<file path="src/rtl/signed_addsub_pipe.sv">
// Two-stage signed add/subtract pipeline with valid/ready handshakes, optional saturation,
// a feedback accumulator and a saturating overflow event counter.
module signed_addsub_pipe #(
   parameter int unsigned N    = 8,
   parameter int unsigned CNTW = 8
) (
   input  logic            clk,
   input  logic            rst,
   input  logic            in_valid,
   output logic            in_ready,
   input  logic [N-1:0]    a,
   input  logic [N-1:0]    b,
   input  logic [1:0]      sign,
   input  logic            sat,
   input  logic            acc_en,
   input  logic            acc_clr,
   output logic            out_valid,
   input  logic            out_ready,
   output logic [N-1:0]    res,
   output logic            ovf,
   output logic [N-1:0]    acc,
   output logic [CNTW-1:0] ovf_cnt
);

   logic         s1_valid_q;
   logic [N-1:0] s1_a_q;
   logic [N-1:0] s1_b_q;
   logic [1:0]   s1_sign_q;
   logic         s1_sat_q;
   logic         s1_acc_en_q;
   logic         s1_acc_clr_q;

   logic           s2_load;
   logic           in_fire;
   logic [N-1:0]   a_sel;
   logic [N+1:0]   op_a;
   logic [N+1:0]   op_b;
   logic [N+1:0]   sum;
   logic           sum_ovf;
   logic [N-1:0]   sum_res;

   assign in_ready = !s1_valid_q || !out_valid || out_ready;
   assign in_fire  = in_valid && in_ready;
   assign s2_load  = s1_valid_q && (!out_valid || out_ready);

   // Two guard bits keep -(-2^(N-1)) and the worst-case sum exact.
   always_comb begin
      a_sel = s1_acc_en_q ? (s1_acc_clr_q ? '0 : acc) : s1_a_q;
      op_a  = {{2{a_sel[N-1]}}, a_sel};
      op_b  = {{2{s1_b_q[N-1]}}, s1_b_q};
      if (s1_sign_q[1]) op_a = -op_a;
      if (s1_sign_q[0]) op_b = -op_b;
      sum     = op_a + op_b;
      sum_ovf = !((sum[N+1:N-1] == 3'b000) || (sum[N+1:N-1] == 3'b111));
      sum_res = sum[N-1:0];
      if (sum_ovf && s1_sat_q) begin
         sum_res = sum[N+1] ? {1'b1, {(N-1){1'b0}}} : {1'b0, {(N-1){1'b1}}};
      end
   end

   always_ff @(posedge clk) begin
      if (rst) begin
         s1_valid_q   <= 1'b0;
         s1_a_q       <= '0;
         s1_b_q       <= '0;
         s1_sign_q    <= '0;
         s1_sat_q     <= 1'b0;
         s1_acc_en_q  <= 1'b0;
         s1_acc_clr_q <= 1'b0;
         out_valid    <= 1'b0;
         res          <= '0;
         ovf          <= 1'b0;
         acc          <= '0;
         ovf_cnt      <= '0;
      end else begin
         if (in_fire) begin
            s1_valid_q   <= 1'b1;
            s1_a_q       <= a;
            s1_b_q       <= b;
            s1_sign_q    <= sign;
            s1_sat_q     <= sat;
            s1_acc_en_q  <= acc_en;
            s1_acc_clr_q <= acc_clr;
         end else if (s2_load) begin
            s1_valid_q <= 1'b0;
         end

         if (s2_load) begin
            out_valid <= 1'b1;
            res       <= sum_res;
            ovf       <= sum_ovf;
            if (s1_acc_en_q) acc <= sum_res;
            if (sum_ovf && (ovf_cnt != '1)) ovf_cnt <= ovf_cnt + CNTW'(1);
         end else if (out_ready) begin
            out_valid <= 1'b0;
         end
      end
   end

endmodule
</file>
<file path="config.mk">
export PLATFORM = sky130hd
export DESIGN_NAME = signed_addsub_pipe
export DESIGN_NICKNAME = d
export VERILOG_FILES = /design/src/rtl/signed_addsub_pipe.sv
export SDC_FILE = /design/constraint.sdc
export NUM_CORES = 1
export LEC_CHECK = 0
export ABC_AREA = 1
export CAP_MARGIN = 20
export CORE_UTILIZATION = 50
export CTS_BUF_LIST = sky130_fd_sc_hd__clkbuf_4 sky130_fd_sc_hd__clkbuf_8
export DETAILED_ROUTE_END_ITERATION = 8
export PLACE_DENSITY_LB_ADDON = 0.25
export SLEW_MARGIN = 20
export SYNTH_ARGS = -nofsm -noshare
export SYNTH_HDL_FRONTEND = slang
export SYNTH_SLANG_ARGS = --single-unit
</file>
<file path="constraint.sdc">
create_clock -name clk -period 2.8 [get_ports clk]
set_input_delay 0.56 -clock clk [delete_from_list [all_inputs] [get_ports clk]]
set_output_delay 0.56 -clock clk [all_outputs]
set_load 0.005 [all_outputs]
</file>
==> Yosys cells after proc, flatten, opt, wreduce, memory -nomap -nowiden <==
Cells that the tools add are included.
{ "totals": {"word_cells": 44, "ff_bits": 48, "in_bits": 25} }
{ "classes": {"n_reduce_logical": 16, "add_sub_neg": 4, "eq_ne": 2, "muxes": 10} }
{ "op_table": {"columns": ["cell", "count"], "rows": [
  ["two-way mux 8 bit", 4],
  ["two-way mux 10 bit", 2],
  ["negation 10 bit", 2],
  ["adder 10 bit", 1],
  ["adder 8 x 1 -> 8 bit, second input constant", 1],
  ["!= test 8 bit, second input constant", 1],
  ["logical AND 1 bit", 4],
  ["logical OR 1 bit", 4],
  ["two-way mux 1 bit", 4],
  ["AND reduction 2 bit", 2],
  ["nonzero test 2 bit", 2],
  ["equality test 3 bit, second input constant", 1],
  ["logical NOT 1 bit", 3],
  ["logical NOT 3 bit", 1]
]} }

==> Longest topological paths before layout <==
Gate-level depths: netlist of the first run.
{ "logic_depth": {"word_depth": 10, "mapped_depth": 26} }

==> Least setup slack after synthesis of the first run <==
OpenSTA, ideal clock, no wires.
{ "synth_path": {"kind": "flip-flop to flip-flop", "from": "register s1_acc_en_q", "to": "register ovf_cnt[5]", "synth_period_minus_slack_ps": 2899, "slack_ps": -99, "t_required_ps": 2668, "arrival_ps": 2766, "n_path_buf": 1, "path_stages_with_launch": 22, "cell_sequence": "dfxtp_1 -> buf_6 -> nand3_1 -> nand2_4 -> inv_2 -> nand2_2 -> nor2_4 -> inv_1 -> o31ai_1 -> xor2_1 -> ha_1 -> nand2_1 -> o21a_1 -> nand2_1 -> xor2_1 -> inv_1 -> nand2_1 -> nand3_2 -> nand2_4 -> nand3_4 -> nand2_2 -> a21oi_1"} }
{ "synth_between": {"elab_chain_cells": 9, "word_cells_on_any_way": 10, "classes_between": "2 x add/sub; 1 x eq/ne; 2 x mux; 5 x reduce/logical"} }
{ "synth_rtl": {"columns": ["element", "line", "rtl"], "rows": [
  ["from (decl)", "30", "logic s1_acc_en_q;"],
  ["from (signal assigned)", "82", "s1_acc_en_q <= acc_en;"],
  ["two-way mux 8 bit *", "48", "a_sel = s1_acc_en_q ? (s1_acc_clr_q ? '0 : acc) : s1_a_q;"],
  ["negation 10 bit", "51", "if (s1_sign_q[1]) op_a = -op_a;"],
  ["two-way mux 10 bit *", "51", null],
  ["adder 10 bit *", "53", "sum = op_a + op_b;"],
  ["equality test 3 bit / logical NOT 3 bit (equally long branches)", "54", "sum_ovf = !((sum[N+1:N-1] == 3'b000) || (sum[N+1:N-1] == 3'b111));"],
  ["logical OR 1 bit *", "54", null],
  ["logical NOT 1 bit *", "54", null],
  ["logical AND 1 bit *", "93", "if (sum_ovf && (ovf_cnt != '1)) ovf_cnt <= ovf_cnt + CNTW'(1);"],
  ["AND reduction 2 bit (no line) *", null, null],
  ["to (signal assigned)", "93", null],
  ["to (decl)", "22", "output logic [CNTW-1:0] ovf_cnt"]
]} }
Every way passes the cells marked *; elsewhere a longest branch is shown, timed or not.
A chain may end at the register's enable or synchronous reset.

==> Worst setup path in the final report of the first run <==
{ "layout_path": {"from": "register s1_acc_en_q", "to": "register acc[5]"} }
{ "layout_between": {"elab_chain_cells": 9, "word_cells_on_any_way": 12, "classes_between": "2 x add/sub; 1 x eq/ne; 4 x mux; 5 x reduce/logical"} }
{ "layout_rtl": {"columns": ["element", "line", "rtl"], "rows": [
  ["two-way mux 8 bit", "48", null],
  ["negation 10 bit", "51", null],
  ["two-way mux 10 bit", "51", null],
  ["adder 10 bit", "53", null],
  ["equality test 3 bit / logical NOT 3 bit (equally long branches)", "54", null],
  ["logical OR 1 bit", "54", null],
  ["logical NOT 1 bit", "54", null],
  ["logical AND 1 bit", "56", "if (sum_ovf && s1_sat_q) begin"],
  ["two-way mux 8 bit", "56", null],
  ["to (signal assigned)", "92", "if (s1_acc_en_q) acc <= sum_res;"],
  ["to (decl)", "21", "output logic [N-1:0] acc,"]
]} }
Parallel ways exist; a longest one is shown, timed or not.

==> results of run 1 <==
## worst paths after layout
check	start	endpoint	slack, ns
worst max-delay path	s1_acc_en_q$_SDFFE_PP0P_	acc[5]$_SDFFE_PP0P_	-0.29
worst min-delay path	s1_a_q[5]$_SDFFE_PP0P_	s1_a_q[5]$_SDFFE_PP0P_	0.48
worst max register to register	s1_acc_en_q$_SDFFE_PP0P_	acc[5]$_SDFFE_PP0P_	-0.29
worst min register to register	s1_a_q[5]$_SDFFE_PP0P_	s1_a_q[5]$_SDFFE_PP0P_	0.48
## worst min-delay path, stage by stage, from the launching register on
cell	delay (ns)
dfxtp_1	0.32
nand2_1	0.06
a21oi_1	0.05
## cells in the mapped netlist (5+ instances only)
| cell type | n |
|---|---|
| xnor2_1 | 6 |
| nand2_4 | 5 |
| nand3_2 | 6 |
| a211oi_1 | 13 |
| inv_2 | 6 |
| nand3_1 | 29 |
| nand2_1 | 88 |
| nor2_1 | 42 |
| ha_1 | 11 |
| dfxtp_1 | 48 |
| xor2_1 | 16 |
| nand4_1 | 11 |
| inv_1 | 59 |
| clkbuf_1 | 9 |
| nand2_2 | 15 |
| a21oi_1 | 36 |
## state kept, by name, indices dropped and copies added, names as in the netlist
name,flops
acc,8
ovf_cnt,8
res,8
s1_a_q,8
s1_b_q,8
s1_sign_q,2
out_valid,1
ovf,1
s1_acc_clr_q,1
s1_acc_en_q,1
s1_sat_q,1
s1_valid_q,1
## power groups by stage
| stage | logic, mW | clock network, mW | registers, mW |
|---|---|---|---|
| 4_1_cts | 0.976 | 0.447 | 0.759 |
| 5_1_grt | 1.26 | 0.461 | 0.767 |
| 3_3_place_gp | 0.866 | 0 | 0.774 |
| 6_report | 1.17 | 0.438 | 0.762 |
| 2_1_floorplan | 0.533 | 0 | 0.768 |
| 3_5_place_dp | 0.885 | 0 | 0.775 |
## cell type report
class,count,area [um^2],share of cell area (%)
well taps,72,90.1,2.02
repair buffers,116,1020,22.9
clock buffers,7,90.1,2.02
inverters,68,263,5.88
clock inverters,1,7.51,0.168
flip-flops and latches,48,966,21.6
multi-input cells,304,2030,45.4
## routing by layer
| metal | vias to the layer above | global-route usage, % | wire [um] |
|---|---|---|---|
| met1 | 1531 | 32.2 | 3730 |
| met3 | 25 | 3.54 | 449 |
| li1 | 1611 | - | - |
| met2 | 128 | 48.4 | 4410 |
| met5 | - | 0 | 0 |
| met4 | 0 | 7.45 | 200 |
## through the flow
step | hold WS [ns] | setup slack (ns) | utilization (%) | power, mW | TNS (ns)
after floorplan | 0.440 | -0.00891 | - | 1.30 | -0.00891
after global placement | 0.455 | -0.275 | 70.3 | 1.64 | -5.05
after detailed placement | 0.466 | -0.332 | 70.3 | 1.66 | -6.51
after CTS | 0.479 | -0.256 | 74.2 | 2.18 | -4.87
after global routing | 0.502 | -0.507 | 78.7 | 2.49 | -10.42
final | 0.478 | -0.289 | 78.7 | 2.37 | -5.68
## timing repair
action                                  CTS  global route
pin swaps                                19            25
endpoints found under the setup margin   25            25
gates resized for setup                  17            44
buffers inserted                          8             6
## kinds of logic (layout without fill, tap and decap cells)
group           Yosys count  after routing  share of synthesized area (%)
flops                    48             48                           31.9
simple gates            206            206                           33.2
fa+ha+maj                12             12                           5.23
buf+inv                  81            192                           10.6
xor+xnor                 22             22                           6.39
compound gates           64             64                           12.7
==> results by group, run 1 <==
Outcome
  – Status: finished, violations left
  – Violated checks: setup timing

Final layout
  – Commonest cells after routing, fill and taps aside: nand2_1, buf_4, inv_1
  – Layout Area Growth over Synthesis: 48.1%
  – Fin cells: 616
  – Layout Nets: 580
  – Post-route cell area: 0.00447 mm^2
  – Layout cells sized above 1: a little under a third
  – Fillcell total: 391
  – Commonest non-fill, non-tap cell in the layout: nand2_1
  – Antenna Cells: 0

Timing
  – Fmax achieved: 0.324 GHz
  – Final setup margin: -0.289 ns
  – Slew Limit Fails: 0
  – Final Critical Period: approximately 3.1 ns
  – Final period util: 110%
  – Setup violations, final: 25
  – Slew @ Worst Pin: 0.734 ns
  – RSZ-0062 raised after global routing: true
  – Worst Skew: a little under 0.009 ns
  – Relative slew slack: 50.9%
  – Fin. Hold Viols: 0

Logic synthesis
  – Post-synth top area share: 31.9%
  – Unique masters post-synth: 38
  – Sequential area share after synthesis: 31.9%
  – Synth Flop Type: dfxtp_1
  – Area leader, netlist: dfxtp_1
  – Post-Syn Instances: 433
  – EDFF count, synth: 0
  – Ys Warns: 0
  – Synth top area cells: dfxtp_1, nand2_1, inv_1, a21oi_1, nor2_1
  – Synthesized cell area: 0.00302 mm^2
  – Async SR Flop Fraction: 0%
  – Syn Nets: 470
  – Avg Cell Area, Syn: between 6 and 7 um^2
  – Seq cells post-synth: between 40 and 50

Pwr
  – Pwr dens: 530 mW/mm^2
  – Worst VDD drop: between 300 and 400 uV
  – Sw Share: 36.8%
  – Sw power: 0.870 mW
  – Clk pwr share: 18.5%
  – Power share of the sequential group: 32.2%
  – Combinational power share: 49.3%
  – Internal power: approximately 1.5 mW
  – Total leakage power: 2.03 nW

Global routing
  – Gr ovfl total: 0
  – Vias in the first global route: about 3000
  – Initial antenna violation count: 0
  – Largest net degree at the start of global routing: a little under 50
  – Global-route wire length before repair: ~13 mm
  – Total GRT Usage: a little over a quarter

Die
  – Die X-Extent: 79.7 um
  – Die area: around 0.0063 mm^2
  – Initial Util: 53.1%
  – Die Span Y: roughly 80 um
  – Ports: 52
  – # rows: 27
  – Core area: roughly 0.0057 mm^2

CTS
  – # H-tree levels: 2
  – CTS buffer count: 5
  – Cts hold-fix bufs: 0
  – CTS tree: built
  – Clock Sinks: 48
  – CTS max path bufs: 2
  – Reg clk slew, reported paths: 0.09 ns
  – Clk_lat worst skew: 0.30 ns
  – Clk root buf: clkbuf_8

Setup path
  – Crit path buf inv count: 3
  – WS Path Type: reg -> reg
  – Stages on the worst setup path: 18
  – CP arrival: 3.29 ns
  – CP endpoint kind: flop
  – Slowest-stage cell, CP: dfxtp_4
  – Critical Path, Cell by Cell: buf_4, o22ai_4, nor2_4, buf_4, a21oi_1, o22ai_1, ha_1, a21oi_1, o21a_1, nand2_4, a21o_1, nand3_2, nand3b_1, nand3_4, nand2_4, nand3_1, nand2_1, inv_1
  – WP data required: 3.00 ns
  – CP peak stage delay: 0.39 ns
  – R2R cell count: 18
  – Top cell family by delay on the critical path: simple AND/OR/NAND/NOR gates
  – Maximum fanout along the worst path: 8
  – CP Launch Type: flop

Place
  – GPL Wtd Cong: 0.876
  – Detailed Place HPWL: 5.87 mm
  – Cells after DPL: 594
  – Cell Area, Placed: 0.00399 mm^2
  – Port bufs: 51

Drt
  – Remaining DRCs: 0
  – 1st-iter DRT viols: about 220
  – Final antenna-violating net count: 0
  – Total number of vias: 3295
  – Router iterations before antenna repair: 6
  – Via density: between 5 and 6
  – DR WL/cell: between 10 and 15 um
  – Post-Route WL: 8.79 mm

Worst hold path
  – Hold Path Stages: 2
  – Hold Crit Class: reg -> reg

Flow run
  – Max cap viols: 0
Power figures use the tool's default switching activity.
==> run 2, diff against run 1 <==
--- a/config.mk
+++ b/config.mk
@@ -7,9 +7,11 @@
 export LEC_CHECK = 0
 export ABC_AREA = 1
 export CAP_MARGIN = 20
-export CORE_UTILIZATION = 50
+export CORE_ASPECT_RATIO = 1.5
+export CORE_UTILIZATION = 60
 export CTS_BUF_LIST = sky130_fd_sc_hd__clkbuf_4 sky130_fd_sc_hd__clkbuf_8
 export DETAILED_ROUTE_END_ITERATION = 8
+export DONT_BUFFER_PORTS = 1
 export PLACE_DENSITY_LB_ADDON = 0.25
 export SLEW_MARGIN = 20
 export SYNTH_ARGS = -nofsm -noshare
==> results by group, run 2 (same netlist as run 1, synthesis figures left out) <==
Final layout
  – Commonest cells after routing, fill and taps aside: nand2_1, inv_1, buf_4
  – Layout Nets: 514 (-11%)
  – Commonest non-fill, non-tap cell in the layout: nand2_1
  – Layout Area Growth over Synthesis: 26.6%
  – Final core utilization: 78.8% (about the same)
  – Antenna Cells: 0 (unchanged)
  – Layout cells sized above 1: 30.5% (+0.40 points)
  – Post-route cell area: 0.00382 mm^2 (-15%)

Setup path
  – CP Launch Type: flop
  – WP data required: 3.00 ns (about the same)
  – CP endpoint kind: flop
  – WS Path Type: reg -> reg
  – Maximum fanout along the worst path: 7 (-1)
  – CP arrival: 3.38 ns (+0.09 ns)
  – R2R cell count: 21 (+3)

CTS
  – Reg clk slew, reported paths: 0.10 ns (about the same)
  – CTS buffer count: 5 (unchanged)
  – Clock Sinks: 48 (unchanged)
  – CTS tree: built
  – # H-tree levels: 2 (unchanged)
  – Clk root buf: clkbuf_8
  – Clk_lat worst skew: 0.31 ns (about the same)
  – CTS max path bufs: 2 (unchanged)

Pwr
  – Total leakage power: 1.77 nW (-13%)
  – Total power: 2.27 mW (-4.3%)
  – Pwr dens: 594 mW/mm^2 (+12%)
  – Sw Share: 36.8% (+0.070 points)
  – Clk pwr share: 23.5% (+5.0 points)
  – Sw power: 0.835 mW (-4.1%)
  – Worst VDD drop: 365 uV (+14%)
  – Internal power: 1.43 mW (-4.4%)
  – Power share of the sequential group: 33.9% (+1.7 points)
  – Combinational power share: 42.6% (-6.7 points)

Timing
  – Slew @ Worst Pin: 0.665 ns (-0.0689 ns)
  – Setup TNS: -7.51 ns (-1.82 ns)
  – Worst Skew: 0.0164 ns (+0.00775 ns)
  – Fin. Hold Viols: 0 (unchanged)
  – Relative slew slack: 55.5% (+4.6 points)
  – RSZ-0062 raised after global routing: true
  – Fmax achieved: 0.314 GHz (-2.9%)
  – Final period util: 114% (+3.3 points)
  – Final Critical Period: 3.18 ns (+0.0915 ns)
  – Setup violations, final: 25 (unchanged)
  – Slew Limit Fails: 0 (unchanged)
  – Final setup margin: -0.381 ns (-0.0915 ns)

Drt
  – DR WL/cell: 15.7 um (+10%)
  – Final antenna-violating net count: 0 (unchanged)
  – Total number of vias: 3030 (-8.0%)
  – Via density: 5.57 (+4.1%)
  – Router iterations before antenna repair: 4 (-2)
  – Post-Route WL: 8.54 mm (-2.9%)
  – Remaining DRCs: 0 (unchanged)
  – 1st-iter DRT viols: 128 (-41%)

Die
  – Die area: 0.00532 mm^2 (-16%)
  – # rows: 31 (+15%)
  – Initial Util: 62.2% (+9.1 points)
  – Core area: 0.00485 mm^2 (-15%)
  – Die X-Extent: 59.9 um (-25%)
  – Ports: 52 (unchanged)
  – Die Span Y: 88.8 um (+12%)

Global routing
  – Vias in the first global route: 2980 (-2.3%)
  – Global-route wire length before repair: 13.5 mm (+1.3%)
  – Initial antenna violation count: 0 (unchanged)
  – Total GRT Usage: 33.6% (+7.0 points)
  – Largest net degree at the start of global routing: 49 (unchanged)
  – Gr ovfl total: 0 (unchanged)

Place
  – Cell Area, Placed: 0.00341 mm^2 (-14%)
  – GPL Wtd Cong: 0.853 (-2.6%)
  – Setup slack after placement: -0.308 ns (+0.0243 ns)
  – Detailed Place HPWL: 5.98 mm (+1.8%)
  – Port bufs: 0 (-100%)

Outcome
  – Violated checks: setup timing
  – Status: finished, violations left

Worst hold path
  – Hold Crit Class: in -> reg
  – Hold Path Stages: 1 (-1)

Flow run
  – Max cap viols: 0 (unchanged)
==> run 2: changes by cell type in the layout (fill, tap and decap cells not counted), moves of 2 or more <==
cell	previous run	this run
clkdlybuf4s50_1	51	0
buf_4	59	48
a21oi_1	32	26
a21oi_2	4	10
buf_6	6	2
nand2_1	69	72
nand3_2	15	12
ha_1	7	9
ha_4	4	2
nand2_2	28	26
nand3_4	2	4
==> run 2: timing repair <==
item,in CTS,in global routing
resized for setup,24,30
setup endpoints to repair,25,25
hold buffers,0,0
pin swaps,21,25
setup buffers,5,2
==> run 2: area by class of cell <==
| class | instances | area, um^2 |
|---|---|---|
| Clock buffer | 6 | 82.6 |
| Clock inverter | 2 | 38.8 |
| Fill cell | 354 | 1030 |
| Inverter | 68 | 263 |
| Multi-Input combinational cell | 304 | 2000 |
| Sequential cell | 48 | 966 |
| Tap cell | 66 | 82.6 |
| Timing Repair Buffer | 50 | 383 |
==> run 2: worst max-delay path, stage by stage, from the launching register on <==
cell and delay, ns:
dfxtp_4 0.43, inv_6 0.06, nand2_4 0.06, nand2_4 0.05, inv_2 0.06, nand2_4 0.06, nor2_4 0.15, inv_2 0.07
o31ai_4 0.22, xor2_1 0.19, ha_1 0.29, a21oi_2 0.15, o21a_1 0.18, nand2_4 0.10, a21oi_4 0.21, nand3_2 0.12
nand3b_1 0.16, nand3_4 0.17, nand2_2 0.14, nand3_1 0.08, nand2_1 0.09, inv_1 0.04
==> run 2: path summary, 6_finish.rpt <==
path / from / endpoint / slack (ns)
hold / removal: rst / s1_sign_q[1]$_SDFFE_PP0P_ / 0.32
setup / recovery: s1_acc_en_q$_SDFFE_PP0P_ / res[5]$_SDFFE_PP0P_ / -0.38
setup reg to reg: s1_acc_en_q$_SDFFE_PP0P_ / res[5]$_SDFFE_PP0P_ / -0.38
hold reg to reg: s1_a_q[6]$_SDFFE_PP0P_ / s1_a_q[6]$_SDFFE_PP0P_ / 0.48
==> run 2: layer usage <==
metal	track usage, %	part of all wire [%]	up-vias
met2	61.7	54	99
met4	18.0	5.1	0
li1	-	-	1479
met3	8.04	5.6	39
met1	33.8	35	1413
met5	0	0	-
==> run 2: through the flow <==
step,instances,hold WS [ns]
2_1_floorplan,433,0.440
3_3_place_gp,529,0.447
3_5_place_dp,529,0.459
4_1_cts,542,0.310
5_1_grt,544,0.298
6_report,544,0.320
==> run 2: power by group through the flow <==
stage / clock [mW] / sequential, mW / combinational (mW)
after floorplan: 0 / 0.768 / 0.533
after global placement: 0 / 0.778 / 0.735
after detailed placement: 0 / 0.779 / 0.760
after CTS: 0.536 / 0.765 / 0.876
after global routing: 0.574 / 0.773 / 1.04
final: 0.533 / 0.767 / 0.966
